--- src/rtl/mem_stage_if.sv ---
// Signal bundle between the memory stage, its pipeline neighbours and the data bus.
// The "master" view belongs to the stage itself, and the "slave" view belongs to
// whatever surrounds it (the upstream/downstream stages and the memory system).
interface mem_stage_if;
  // Stage handshake.
  logic        ena;
  logic        ack;
  logic        req;

  // Operands from execute.
  logic [7:0]  i_inst_opcode;
  logic [63:0] i_addr;
  logic [63:0] i_wdata;
  logic [63:0] i_rd_wdata;

  // Data bus.
  logic        o_mem_valid;
  logic        i_mem_ready;
  logic [63:0] o_mem_addr;
  logic        o_mem_wen;
  logic [63:0] o_mem_wdata;
  logic [7:0]  o_mem_wstrb;
  logic        i_mem_resp;
  logic [63:0] i_mem_rdata;

  // Write-back result.
  logic [63:0] o_rd_wdata;
  logic        o_misalign;

  modport master (
    input  ena, ack, i_inst_opcode, i_addr, i_wdata, i_rd_wdata,
    input  i_mem_ready, i_mem_resp, i_mem_rdata,
    output req, o_mem_valid, o_mem_addr, o_mem_wen, o_mem_wdata, o_mem_wstrb,
    output o_rd_wdata, o_misalign
  );

  modport slave (
    output ena, ack, i_inst_opcode, i_addr, i_wdata, i_rd_wdata,
    output i_mem_ready, i_mem_resp, i_mem_rdata,
    input  req, o_mem_valid, o_mem_addr, o_mem_wen, o_mem_wdata, o_mem_wstrb,
    input  o_rd_wdata, o_misalign
  );
endinterface

--- src/rtl/mem_stage.sv ---
// Memory-access pipeline stage: latches the execute result and load/store operands,
// performs at most one aligned 64-bit bus transaction with byte-lane steering, and
// hands the final write-back value downstream over the ena/req/ack handshake.
module mem_stage (
  input  logic        clk,
  input  logic        rst,
  mem_stage_if.master bus
);

  // Opcode encodings, kept in step with the INST_* values of defines.v.
  localparam logic [7:0] INST_LB  = 8'h20;
  localparam logic [7:0] INST_LH  = 8'h21;
  localparam logic [7:0] INST_LW  = 8'h22;
  localparam logic [7:0] INST_LD  = 8'h23;
  localparam logic [7:0] INST_LBU = 8'h24;
  localparam logic [7:0] INST_LHU = 8'h25;
  localparam logic [7:0] INST_LWU = 8'h26;
  localparam logic [7:0] INST_SB  = 8'h28;
  localparam logic [7:0] INST_SH  = 8'h29;
  localparam logic [7:0] INST_SW  = 8'h2A;
  localparam logic [7:0] INST_SD  = 8'h2B;

  typedef enum logic [1:0] {
    IDLE     = 2'd0,
    BUS_REQ  = 2'd1,
    BUS_RESP = 2'd2,
    DONE     = 2'd3
  } state_e;

  state_e      state_q, state_d;
  logic [7:0]  opcode_q;
  logic [63:0] addr_q;
  logic [63:0] wdata_q;
  logic [63:0] result_q;
  logic        misalign_q;

  function automatic logic isLoad(input logic [7:0] op);
    return (op == INST_LB) || (op == INST_LH) || (op == INST_LW) || (op == INST_LD) ||
           (op == INST_LBU) || (op == INST_LHU) || (op == INST_LWU);
  endfunction

  function automatic logic isStore(input logic [7:0] op);
    return (op == INST_SB) || (op == INST_SH) || (op == INST_SW) || (op == INST_SD);
  endfunction

  // Access size as log2(bytes); non-memory opcodes fall into the byte bucket,
  // which is harmless because they never reach the bus.
  function automatic logic [1:0] sizeLog2(input logic [7:0] op);
    logic [1:0] s;
    s = 2'd0;
    case (op)
      INST_LH, INST_LHU, INST_SH: s = 2'd1;
      INST_LW, INST_LWU, INST_SW: s = 2'd2;
      INST_LD, INST_SD:           s = 2'd3;
      default:                    s = 2'd0;
    endcase
    return s;
  endfunction

  function automatic logic isMisaligned(input logic [7:0] op, input logic [2:0] a);
    logic m;
    m = 1'b0;
    case (sizeLog2(op))
      2'd1:    m = a[0];
      2'd2:    m = |a[1:0];
      2'd3:    m = |a;
      default: m = 1'b0;
    endcase
    return m;
  endfunction

  logic        inMem;
  logic        inMis;
  logic [2:0]  off;
  logic [5:0]  shamt;
  logic [63:0] laneData;
  logic [63:0] loadValue;
  logic [7:0]  strbBase;

  // Classification of the incoming operands, only used on the start edge.
  assign inMem = isLoad(bus.i_inst_opcode) || isStore(bus.i_inst_opcode);
  assign inMis = inMem && isMisaligned(bus.i_inst_opcode, bus.i_addr[2:0]);

  assign off      = addr_q[2:0];
  assign shamt    = {off, 3'b000};
  assign laneData = bus.i_mem_rdata >> shamt;

  // Pick the addressed field out of the read doubleword and extend it to 64 bits.
  always_comb begin
    loadValue = laneData;
    case (opcode_q)
      INST_LB:  loadValue = {{56{laneData[7]}},  laneData[7:0]};
      INST_LH:  loadValue = {{48{laneData[15]}}, laneData[15:0]};
      INST_LW:  loadValue = {{32{laneData[31]}}, laneData[31:0]};
      INST_LBU: loadValue = {56'd0, laneData[7:0]};
      INST_LHU: loadValue = {48'd0, laneData[15:0]};
      INST_LWU: loadValue = {32'd0, laneData[31:0]};
      default:  loadValue = laneData;
    endcase
  end

  // Unshifted byte-enable pattern for the latched access size.
  always_comb begin
    strbBase = 8'h01;
    case (sizeLog2(opcode_q))
      2'd1:    strbBase = 8'h03;
      2'd2:    strbBase = 8'h0F;
      2'd3:    strbBase = 8'hFF;
      default: strbBase = 8'h01;
    endcase
  end

  // State register; reset drops straight back to IDLE from any state.
  always_ff @(posedge clk or posedge rst) begin
    if (rst) begin
      state_q <= IDLE;
    end else begin
      state_q <= state_d;
    end
  end

  // Next-state logic; ena only matters in IDLE, resp only in BUS_RESP, ack only in DONE.
  always_comb begin
    state_d = state_q;
    unique case (state_q)
      IDLE: begin
        if (bus.ena) begin
          if (inMem && !inMis) begin
            state_d = BUS_REQ;
          end else begin
            state_d = DONE;
          end
        end
      end
      BUS_REQ: begin
        if (bus.i_mem_ready) begin
          state_d = BUS_RESP;
        end
      end
      BUS_RESP: begin
        if (bus.i_mem_resp) begin
          state_d = DONE;
        end
      end
      DONE: begin
        if (bus.ack) begin
          state_d = IDLE;
        end
      end
    endcase
  end

  // Operand capture on start, and load data capture on the response edge.
  always_ff @(posedge clk or posedge rst) begin
    if (rst) begin
      opcode_q   <= 8'd0;
      addr_q     <= 64'd0;
      wdata_q    <= 64'd0;
      result_q   <= 64'd0;
      misalign_q <= 1'b0;
    end else begin
      if (state_q == IDLE && bus.ena) begin
        opcode_q   <= bus.i_inst_opcode;
        addr_q     <= bus.i_addr;
        wdata_q    <= bus.i_wdata;
        result_q   <= bus.i_rd_wdata;
        misalign_q <= inMis;
      end else if (state_q == BUS_RESP && bus.i_mem_resp && isLoad(opcode_q)) begin
        result_q <= loadValue;
      end
    end
  end

  logic        reqOut;
  logic        memValidOut;
  logic [63:0] memAddrOut;
  logic        memWenOut;
  logic [63:0] memWdataOut;
  logic [7:0]  memWstrbOut;
  logic        misalignOut;

  // Outputs decoded from registered state only; bus fields are driven while the request is up.
  always_comb begin
    reqOut      = 1'b0;
    memValidOut = 1'b0;
    memAddrOut  = 64'd0;
    memWenOut   = 1'b0;
    memWdataOut = 64'd0;
    memWstrbOut = 8'd0;
    misalignOut = 1'b0;
    case (state_q)
      BUS_REQ: begin
        memValidOut = 1'b1;
        memAddrOut  = {addr_q[63:3], 3'b000};
        memWenOut   = isStore(opcode_q);
        memWdataOut = wdata_q << shamt;
        memWstrbOut = isStore(opcode_q) ? (strbBase << off) : 8'd0;
      end
      DONE: begin
        reqOut      = 1'b1;
        misalignOut = misalign_q;
      end
      default: begin
      end
    endcase
  end

  assign bus.req         = reqOut;
  assign bus.o_mem_valid = memValidOut;
  assign bus.o_mem_addr  = memAddrOut;
  assign bus.o_mem_wen   = memWenOut;
  assign bus.o_mem_wdata = memWdataOut;
  assign bus.o_mem_wstrb = memWstrbOut;
  assign bus.o_rd_wdata  = result_q;
  assign bus.o_misalign  = misalignOut;

endmodule

--- src/flat_wrapper.sv ---
// flat-port wrapper written by rule: the top's interface ports become plain ports
module mem_stage_flat 
  (clk, rst, bus_ena, bus_ack, bus_i_inst_opcode, bus_i_addr, bus_i_wdata, bus_i_rd_wdata, bus_i_mem_ready, bus_i_mem_resp, bus_i_mem_rdata, bus_req, bus_o_mem_valid, bus_o_mem_addr, bus_o_mem_wen, bus_o_mem_wdata, bus_o_mem_wstrb, bus_o_rd_wdata, bus_o_misalign);
  mem_stage_if bus_i ();
  input  logic clk;
  input  logic rst;
  input wire logic [$bits(bus_i.ena)-1:0] bus_ena;
  input wire logic [$bits(bus_i.ack)-1:0] bus_ack;
  input wire logic [$bits(bus_i.i_inst_opcode)-1:0] bus_i_inst_opcode;
  input wire logic [$bits(bus_i.i_addr)-1:0] bus_i_addr;
  input wire logic [$bits(bus_i.i_wdata)-1:0] bus_i_wdata;
  input wire logic [$bits(bus_i.i_rd_wdata)-1:0] bus_i_rd_wdata;
  input wire logic [$bits(bus_i.i_mem_ready)-1:0] bus_i_mem_ready;
  input wire logic [$bits(bus_i.i_mem_resp)-1:0] bus_i_mem_resp;
  input wire logic [$bits(bus_i.i_mem_rdata)-1:0] bus_i_mem_rdata;
  output wire logic [$bits(bus_i.req)-1:0] bus_req;
  output wire logic [$bits(bus_i.o_mem_valid)-1:0] bus_o_mem_valid;
  output wire logic [$bits(bus_i.o_mem_addr)-1:0] bus_o_mem_addr;
  output wire logic [$bits(bus_i.o_mem_wen)-1:0] bus_o_mem_wen;
  output wire logic [$bits(bus_i.o_mem_wdata)-1:0] bus_o_mem_wdata;
  output wire logic [$bits(bus_i.o_mem_wstrb)-1:0] bus_o_mem_wstrb;
  output wire logic [$bits(bus_i.o_rd_wdata)-1:0] bus_o_rd_wdata;
  output wire logic [$bits(bus_i.o_misalign)-1:0] bus_o_misalign;
  assign bus_i.ena = bus_ena;
  assign bus_i.ack = bus_ack;
  assign bus_i.i_inst_opcode = bus_i_inst_opcode;
  assign bus_i.i_addr = bus_i_addr;
  assign bus_i.i_wdata = bus_i_wdata;
  assign bus_i.i_rd_wdata = bus_i_rd_wdata;
  assign bus_i.i_mem_ready = bus_i_mem_ready;
  assign bus_i.i_mem_resp = bus_i_mem_resp;
  assign bus_i.i_mem_rdata = bus_i_mem_rdata;
  assign bus_req = bus_i.req;
  assign bus_o_mem_valid = bus_i.o_mem_valid;
  assign bus_o_mem_addr = bus_i.o_mem_addr;
  assign bus_o_mem_wen = bus_i.o_mem_wen;
  assign bus_o_mem_wdata = bus_i.o_mem_wdata;
  assign bus_o_mem_wstrb = bus_i.o_mem_wstrb;
  assign bus_o_rd_wdata = bus_i.o_rd_wdata;
  assign bus_o_misalign = bus_i.o_misalign;
  mem_stage u_core (.clk(clk), .rst(rst), .bus(bus_i));
endmodule
--- config.mk ---
export PLATFORM = sky130hd
export DESIGN_NAME = mem_stage_flat
export DESIGN_NICKNAME = d
export VERILOG_FILES = /design/src/rtl/mem_stage_if.sv /design/src/rtl/mem_stage.sv /design/src/flat_wrapper.sv
export SDC_FILE = /design/constraint.sdc
export NUM_CORES = 1
export LEC_CHECK = 0
export BUFFER_PORTS_ARGS = -buffer_cell sky130_fd_sc_hd__buf_2
export CORE_ASPECT_RATIO = 0.9
export CORE_MARGIN = 5
export CORE_UTILIZATION = 32
export DETAILED_ROUTE_END_ITERATION = 10
export SYNTH_ARGS = -nofsm -noshare
export SYNTH_HDL_FRONTEND = slang
export SYNTH_SLANG_ARGS = --single-unit
--- constraint.sdc ---
create_clock -name clk -period 6.25 [get_ports clk]
set_input_delay 0.9375 -clock clk [delete_from_list [all_inputs] [get_ports clk]]
set_output_delay 0.9375 -clock clk [all_outputs]
set_load 0.05 [all_outputs]
==> results_dict.tcl <==
set metrics [dict create \
    routed_wl_um 52120 \
    antenna_found_initial 11 \
    p_leak_nw 8.093 \
    cts_inserted_buffers 25 \
    routedWlPerCell_um 21.50 \
    fmaxAchievable_ghz 0.2272 \
    rows 69 \
    required_ns 5.31 \
    synth.avg_cell_area_um2 8.543 \
    cts_resized 0 \
    synth_edf_count 0 \
    min_period_ns 4.402 \
    layout_setup_ws_ns 1.848 \
    finalMaxSlewViolations 0 \
    finalSetupViolCount 0 \
    n_fill_cell 4047 \
    firstDrtPassIters 5 \
    ant_nets 0 \
    cpMaxStageDelayCell "inv_1" \
    synth_commonest_cells "481 x nand2_1, 203 x dfrtp_1, 88 x a21oi_1, 87 x clkbuf_1, 83 x and2_1" \
    netlist_instances 1482 \
    vdd_ir_drop_max_v 0.0002536 \
    cts_tree "yes" \
    coreArea_mm2 0.03928 \
    nNetsFinal 2147 \
    period_share_pct 70.43 \
    root_buffer "clkbuf_16" \
    clock_skew_ns 0.01342 \
    chipHeight_um 198.7 \
    cts_hold_buffers 0 \
    hold_class "in -> async" \
    netlist_area_mm2 0.01266 \
    track_usage_pct 22.74 \
    yosys.area.top_type "dfrtp_1" \
    final-hold-violation-count 0 \
    drc 0 \
    path_buf_inv 2 \
    critPathMaxFanout 64 \
    power_density_mw_per_mm2 574.7 \
    synth_top_area_share_pct 40.12 \
    start_kind "register" \
    die_w_um 219.7 \
    synth.most_common_cell "nand2_1" \
    place.gp.congestion 0.9217 \
    fin_util_pct 41.07 \
    hpwlAfterDp_um 38980 \
    clkSinkCount 203 \
    drtIter0Drc 954 \
    path_class "reg -> out" \
    cp_cell_sequence "inv_1 -> nand2_1 -> nor2_1 -> buf_2" \
    fin_hold_ws_ns 0.4238 \
    ys_ff_latch 203 \
    yosysWarnings 0 \
    grt_max_degree 82 \
    crit_path_max_incr_delay_ns 0.90 \
    ios 474 \
    vias 12630 \
    arrival_ns 3.46 \
    port_buffers 470 \
    seq_area_frac_synth_pct 40.12 \
    end_kind "output pin" \
    via_per_inst 5.210 \
    cts_setup_buffers 0 \
    place_ws_ns 2.438 \
    clock_latency_ns 0.55 \
    grt_pass1_vias 12780 \
    ys_top_cells_by_area "dfrtp_1 40%, nand2_1 14%, mux4_2 7.3%" \
    max_cap_viol_count 0 \
    ys.flop_type "dfrtp_1" \
    outcome "complete, no violations" \
    rsz0062_at_grt "no" \
    cp_top_family "buffers and inverters" \
    clockBufferDepth 3 \
    overflow 0 \
    worst_pin_slew_ns 1.154 \
    die_area_mm2 0.04365 \
    start_util_pct 32.23 \
    grt_pass1_wl_um 77010 \
    path_clk_slew_ns 0.06 \
    fin_tns_setup_ns 0 \
    async_reset_ff_share_pct 100.0 \
    ys_types 45 \
    drive_gt1_share_pct 33.70 \
    slew_headroom_pct 22.96 \
    area_growth_syn_to_layout_pct 27.41 \
    cts_max_level 1 \
]
## stage by stage
stage | cells | cell area, um2 | power [mW]
floorplan | 1484 | 12670 | 6.374
global placement | 2377 | 15320 | 7.783
detailed placement | 2377 | 15320 | 7.834
CTS | 2419 | 16120 | 9.338
global route | 2421 | 16120 | 9.846
finish | 2424 | 16130 | 9.270
## report_power, final
part           total [mW]  internal, mW  switching, mW
registers            2.63          1.94          0.689
clock network        1.45         0.852          0.596
logic                5.20          1.74           3.45
## registers in the layout (all words and copies together), names as in the netlist
name	count
u_core.addr_q	64
u_core.state_q	2
u_core.misalign_q	1
u_core.opcode_q	8
u_core.bus.o_rd_wdata	64
u_core.wdata_q	64
## final timing paths
check	end	startpoint	slack, ns	cells after the start
worst max-delay path	bus_o_mem_wdata[10]	u_core.addr_q[1]	1.85	4
worst min-delay path	u_core.wdata_q[27]	rst	0.42	2
worst max register to register	u_core.bus.o_rd_wdata[25]	u_core.addr_q[1]	2.34	6
worst min register to register	u_core.addr_q[21]	u_core.addr_q[21]	0.46	2
max in group asynchronous	u_core.addr_q[2]	rst	4.50	3
min in group clk	u_core.addr_q[21]	u_core.addr_q[21]	0.46	2
## cell families (layout without fill, tap and decap cells)
logic type / after synthesis / in the layout / share of synthesized area (%)
compound gates: 267 / 267 / 13.41
fa+ha+maj: 5 / 5 / 0.4941
buf+inv: 139 / 542 / 4.556
flops: 203 / 203 / 40.12
mux: 146 / 146 / 16.13
other cells: 1 / 8 / 0.02962
simple gates: 721 / 721 / 25.26
## layout by cell type (no fill, tap or decap), types with 32 or more instances in the layout
master | Yosys | layout
mux2_2 | 54 | 54
nor2_1 | 49 | 49
nor2b_1 | 43 | 40
o21ai_0 | 64 | 64
buf_2 | 11 | 470
mux2i_1 | 51 | 51
nand2_1 | 481 | 480
or3_1 | 32 | 32
mux4_2 | 41 | 41
dfrtp_1 | 203 | 200
a21oi_1 | 88 | 88
and2_1 | 83 | 82
## per-layer routing
layer	wire, um	track usage, %	share of wire, %
met4	1881	7.141	3.6
met5	67	0	0.13
met3	4317	5.357	8.3
met2	25230	38.73	48
met1	20620	28.80	40
## area by class of cell
type | count | area, um2 | area share (%)
well taps | 532 | 665.6 | 4.126
inverters | 14 | 56.30 | 0.3490
clock buffers | 32 | 681.9 | 4.227
flip-flops and latches | 203 | 5091 | 31.56
multi-input cells | 1142 | 7032 | 43.59
diodes | 5 | 12.51 | 0.07756
repair buffers | 486 | 2472 | 15.33
clock inverters | 10 | 120.1 | 0.7446
Power figures use the tool's default switching activity.
